[src/rtl/diag_pipe_stage.sv]
// Handshaked pipeline stage register: one head entry drives the outputs.
// An optional skid entry lets in_ready come straight from a flop.
module diag_pipe_stage #(
   parameter int CTRL_W = 16,
   parameter int DATA_W = 64*4+5,
   parameter int SKID   = 1
) (
   input  logic              clk,
   input  logic              reset,
   input  logic              flush,
   input  logic              in_valid,
   output logic              in_ready,
   input  logic [CTRL_W-1:0] in_ctrl,
   input  logic [DATA_W-1:0] in_data,
   output logic              out_valid,
   input  logic              out_ready,
   output logic [CTRL_W-1:0] out_ctrl,
   output logic [DATA_W-1:0] out_data
);

   // State bits are {main_v, skid_v}, so the entry valids fall out of the encoding.
   typedef enum logic [1:0] {
      ST_EMPTY = 2'b00,
      ST_ONE   = 2'b10,
      ST_TWO   = 2'b11
   } state_t;

   state_t              state_q, state_d;
   logic [CTRL_W-1:0]   main_ctrl_q, main_ctrl_d;
   logic [DATA_W-1:0]   main_data_q, main_data_d;
   logic [CTRL_W-1:0]   skid_ctrl_q, skid_ctrl_d;
   logic [DATA_W-1:0]   skid_data_q, skid_data_d;
   logic                main_v, skid_v;
   logic                accept, deliver;

   assign main_v = state_q[1];
   assign skid_v = state_q[0];

   // Without a skid entry, a stalled head frees its slot in the same cycle it delivers.
   assign in_ready  = (SKID != 0) ? !skid_v : (!main_v || out_ready);
   assign accept    = in_valid && in_ready;
   assign deliver   = main_v && out_ready;

   assign out_valid = main_v;
   assign out_ctrl  = main_v ? main_ctrl_q : '0;
   assign out_data  = main_data_q;

   always_comb begin
      state_d     = state_q;
      main_ctrl_d = main_ctrl_q;
      main_data_d = main_data_q;
      skid_ctrl_d = skid_ctrl_q;
      skid_data_d = skid_data_q;
      if (flush) begin
         // Payload stays put; only the valids die, and any same-cycle accept is dropped.
         state_d = ST_EMPTY;
      end else if (SKID != 0) begin
         case (state_q)
            ST_EMPTY: begin
               if (accept) begin
                  state_d     = ST_ONE;
                  main_ctrl_d = in_ctrl;
                  main_data_d = in_data;
               end
            end
            ST_ONE: begin
               if (deliver && accept) begin
                  main_ctrl_d = in_ctrl;
                  main_data_d = in_data;
               end else if (deliver) begin
                  state_d = ST_EMPTY;
               end else if (accept) begin
                  state_d     = ST_TWO;
                  skid_ctrl_d = in_ctrl;
                  skid_data_d = in_data;
               end
            end
            ST_TWO: begin
               if (deliver) begin
                  state_d     = ST_ONE;
                  main_ctrl_d = skid_ctrl_q;
                  main_data_d = skid_data_q;
               end
            end
            default: state_d = ST_EMPTY;
         endcase
      end else begin
         if (accept) begin
            state_d     = ST_ONE;
            main_ctrl_d = in_ctrl;
            main_data_d = in_data;
         end else if (deliver) begin
            state_d = ST_EMPTY;
         end
      end
   end

   always_ff @(posedge clk) begin
      if (reset) begin
         state_q     <= ST_EMPTY;
         main_ctrl_q <= '0;
         main_data_q <= '0;
         skid_ctrl_q <= '0;
         skid_data_q <= '0;
      end else begin
         state_q     <= state_d;
         main_ctrl_q <= main_ctrl_d;
         main_data_q <= main_data_d;
         skid_ctrl_q <= skid_ctrl_d;
         skid_data_q <= skid_data_d;
      end
   end

endmodule

[config.mk]
export PLATFORM = sky130hd
export DESIGN_NAME = diag_pipe_stage
export DESIGN_NICKNAME = d
export VERILOG_FILES = /design/src/rtl/diag_pipe_stage.sv
export SDC_FILE = /design/constraint.sdc
export NUM_CORES = 1
export LEC_CHECK = 0
export ABC_CLOCK_PERIOD_IN_PS = 3100
export BUFFER_PORTS_ARGS = -buffer_cell sky130_fd_sc_hd__clkbuf_2
export CORE_AREA = 2 2 221 223
export DETAILED_ROUTE_END_ITERATION = 7
export DIE_AREA = 0 0 223 225
export GPL_TIMING_DRIVEN = 0
export PLACE_DENSITY = 0.78
export SKIP_CTS_REPAIR_TIMING = 1
export SLEW_MARGIN = 20
export SYNTH_ARGS = -nofsm -noshare
export SYNTH_HDL_FRONTEND = slang
export SYNTH_SLANG_ARGS = --single-unit
[constraint.sdc]
create_clock -name clk -period 3.1 [get_ports clk]
set_input_delay 0.31 -clock clk [delete_from_list [all_inputs] [get_ports clk]]
set_output_delay 0.31 -clock clk [all_outputs]
set_load 0.02 [all_outputs]
==> run summary <==
The total power was 17.6 mW. The run finished, with violations left. Once placement finished, the instance area stood at 25800 sq um. The run gives 4064 as the count of non-filler cells in the finished layout. Derived from the worst setup path, the maximum achievable clock frequency is 330 MHz.

The routed layout has 22700 vias. The checks that failed: hold timing. The tools report the routability congestion estimate from global placement as 0.872.

The flip-flop and latch count after synthesis is 556, and the number of primary I/O pins is 561. The most common cell after layout, fill and taps aside was clkbuf_2. Final number of setup-violating endpoints: 0. For the final number of max-transition violations, the log shows 0. After detailed routing, the number of vias per cell comes to 5.58.

The clock period could shrink to 3.03 ns. Counting every net in the synthesized netlist gives 2794. The relative max-transition margin was 0.227.

For the cell total after placement, the log shows 3682. The number of iterations in the first detailed-routing pass is 6. The tools report the number of buffers created by CTS as 56. Dividing total power by cell area gives a power density of 579 nW/um^2. The tools report the endpoint kind of the worst setup timing path as a register.

Fill cells in the final layout number 3692. The initialized floorplan defines 80 standard-cell rows. The number of antenna violations at the first check in global routing came out at 15. Final setup slack of the worst path: 0.0700 ns.

For the final non-filler cell area, the log shows 30500 sq um. The global-route congestion overflow total came out at 0. Measured in cells, the most critical reg-to-reg path has a length of 10. The hold violation total from the final report was 2; the largest net degree at the start of global routing was 15.

The logs give -0.0123 ns for the minimum hold slack and 556 for the clock net sink count. A synthesized cell averages 8.87 sq um. The tools report the latest clock arrival within the worst-skew pair as 0.60 ns. TritonCTS built the clock tree.

The slew at the pin closest to its max-slew limit is 1.16 ns, and the vertical die dimension is 225 um. In this run the most critical hold path is launched from in_data[154]. Across the routed clock network, the largest skew measured is 0.0221 ns.

The critical path starts at state_q[1]. The clock passes through at most 3 buffers. Leaving out fill and tap cells, the most frequent cells in the layout are clkbuf_2 (559), nand2_1 (558), a21oi_1 (556), dfxtp_1 (556), mux2i_1 (279).

In the final routed layout, each cell accounts on average for 19.8 um. By startpoint and endpoint, the worst setup path is classified as register to register. The die is 223 um wide. The sequential fraction of the synthesis area is 0.500, and the number of instances on the worst hold path is 3. Data arrives at the worst endpoint at 3.48 ns. The die covers 50200 sq um. STA classifies the critical path startpoint as a register.

The clock transition at the registers of the reported paths was 0.06 ns. The path class of the tightest hold or removal check is primary input to register. The logs give 3.55 ns for the required time at the endpoint of the critical path and -0.497 ns for the post-placement setup slack.

The logs give 47500 sq um for the core region area and 0 for the number of remaining DRC errors. The share of post-route cells with drive strength above 1 is 0.223, and the summed instance area of the synthesized netlist is 22200 sq um. Cell at the root of the clock tree: clkbuf_16. The startpoint identified for the worst register-to-register timing path is state_q[1]. The tools report the initial core utilization as 0.468. Across the run, the number of max-cap violations was 0. In the final design database the tool counted 3685 nets. Of all nets on the critical path, the largest fanout is 19. The run gives 23 as the unique cell type count in the Yosys netlist. For this block, the routed nets add up to 80.3 mm of wire. Period utilization: 0.977. The maximum level of the CTS H-tree was 2. Summed over all nets, the half-perimeter wirelength after detailed placement is 52.1 mm. The logs give 2508 for the cell count after synthesis and 11.4 nW for the static leakage power.

The global-route usage over all layers is 0.270, and the violation count after the first detailed-routing iteration is 1781. The residual antenna-violating net count after detailed routing is 0, and the warning count from the yosys run is 0. The via count of the first global-routing pass is 19300, and the internal reg-to-reg setup slack is 0.07 ns.

The relative area change from synthesis to final layout is 36.9%. Port buffering added 559 buffers. The first global-routing pass estimated 107 mm of wire. The worst-case vdd ir drop was 485 uV.
final timing paths:
path	endpoint
hold reg to reg	skid_data_q[43]
setup reg to reg	out_data[137]
setup / recovery	out_data[137]
hold / removal	skid_data_q[154]
sequential cells by signal, indices dropped and copies added, names as in the netlist:
signal / flops
main_ctrl_q: 16
state_q: 2
skid_ctrl_q: 16
out_data: 261
skid_data_q: 261
report_power, final:
part           total [mW]  switching (mW)  internal (mW)
sequential           7.82           0.256           7.56
clock                6.96            2.86           4.10
combinational        2.86            1.77           1.09
cells in the mapped netlist:
cell,instances,area (sq um)
inv_1,2,7.51
a22o_1,1,8.76
a21oi_1,556,2780
ha_1,4,50.1
a221oi_4,1,26.3
or3_1,1,6.26
a21bo_2,1,10.0
nor3_2,1,10.0
nand2_1,558,2090
nor2_1,1,3.75
nand2b_1,1,6.26
xnor2_1,1,8.76
buf_2,106,531
or2_2,1,6.26
o21ai_1,1,5.00
dfxtp_1,556,11100
and2_1,17,106
mux2i_1,279,2790
clkbuf_1,122,458
buf_1,11,41.3
or4_1,1,7.51
a211oi_1,277,2080
buf_4,9,67.6
stage by stage:
stage,setup TNS (ns),utilization
final,0,0.641
after floorplan,0,-
after global placement,-101.56,0.543
after detailed placement,-109.60,0.543
after global routing,-0.108,0.640
after CTS,-105.25,0.582
worst max-delay path: stages (launching register included):
cell and delay [ns]:
dfxtp_1 0.41, clkbuf_4 0.28, inv_1 0.09, ha_1 0.22
or2_2 0.32, a221oi_4 0.23, buf_12 0.16, buf_2 0.36
buf_2 0.29, a21oi_1 0.11, a211oi_1 0.40
logic make-up after synthesis:
logic type / count (synthesis) / share of synthesized area
simple gates: 581 / 0.101
mux: 279 / 0.126
flops: 556 / 0.500
compound gates: 837 / 0.221
buf+inv: 250 / 0.0497
fa+ha+maj: 4 / 0.00225
xor+xnor: 1 / 0.000394
cell type report:
cell class | count | area [sq um] | share of cell area
sequential | 556 | 11100 | 0.365
timing repair buffer | 834 | 5560 | 0.182
buffer | 247 | 1100 | 0.0360
multi-input combinational | 1702 | 10000 | 0.328
tap | 615 | 769 | 0.0253
clock buffer | 79 | 1620 | 0.0532
clock inverter | 15 | 236 | 0.00776
inverter | 2 | 7.51 | 0.000246
antenna | 14 | 35.0 | 0.00115
metal layers:
layer / wire, um / GRT usage
met1: 30900 / 0.319
met2: 38500 / 0.456
met3: 6660 / 0.0760
met4: 4260 / 0.127
met5: 19 / 0
(Power assumes the default switching activity.)
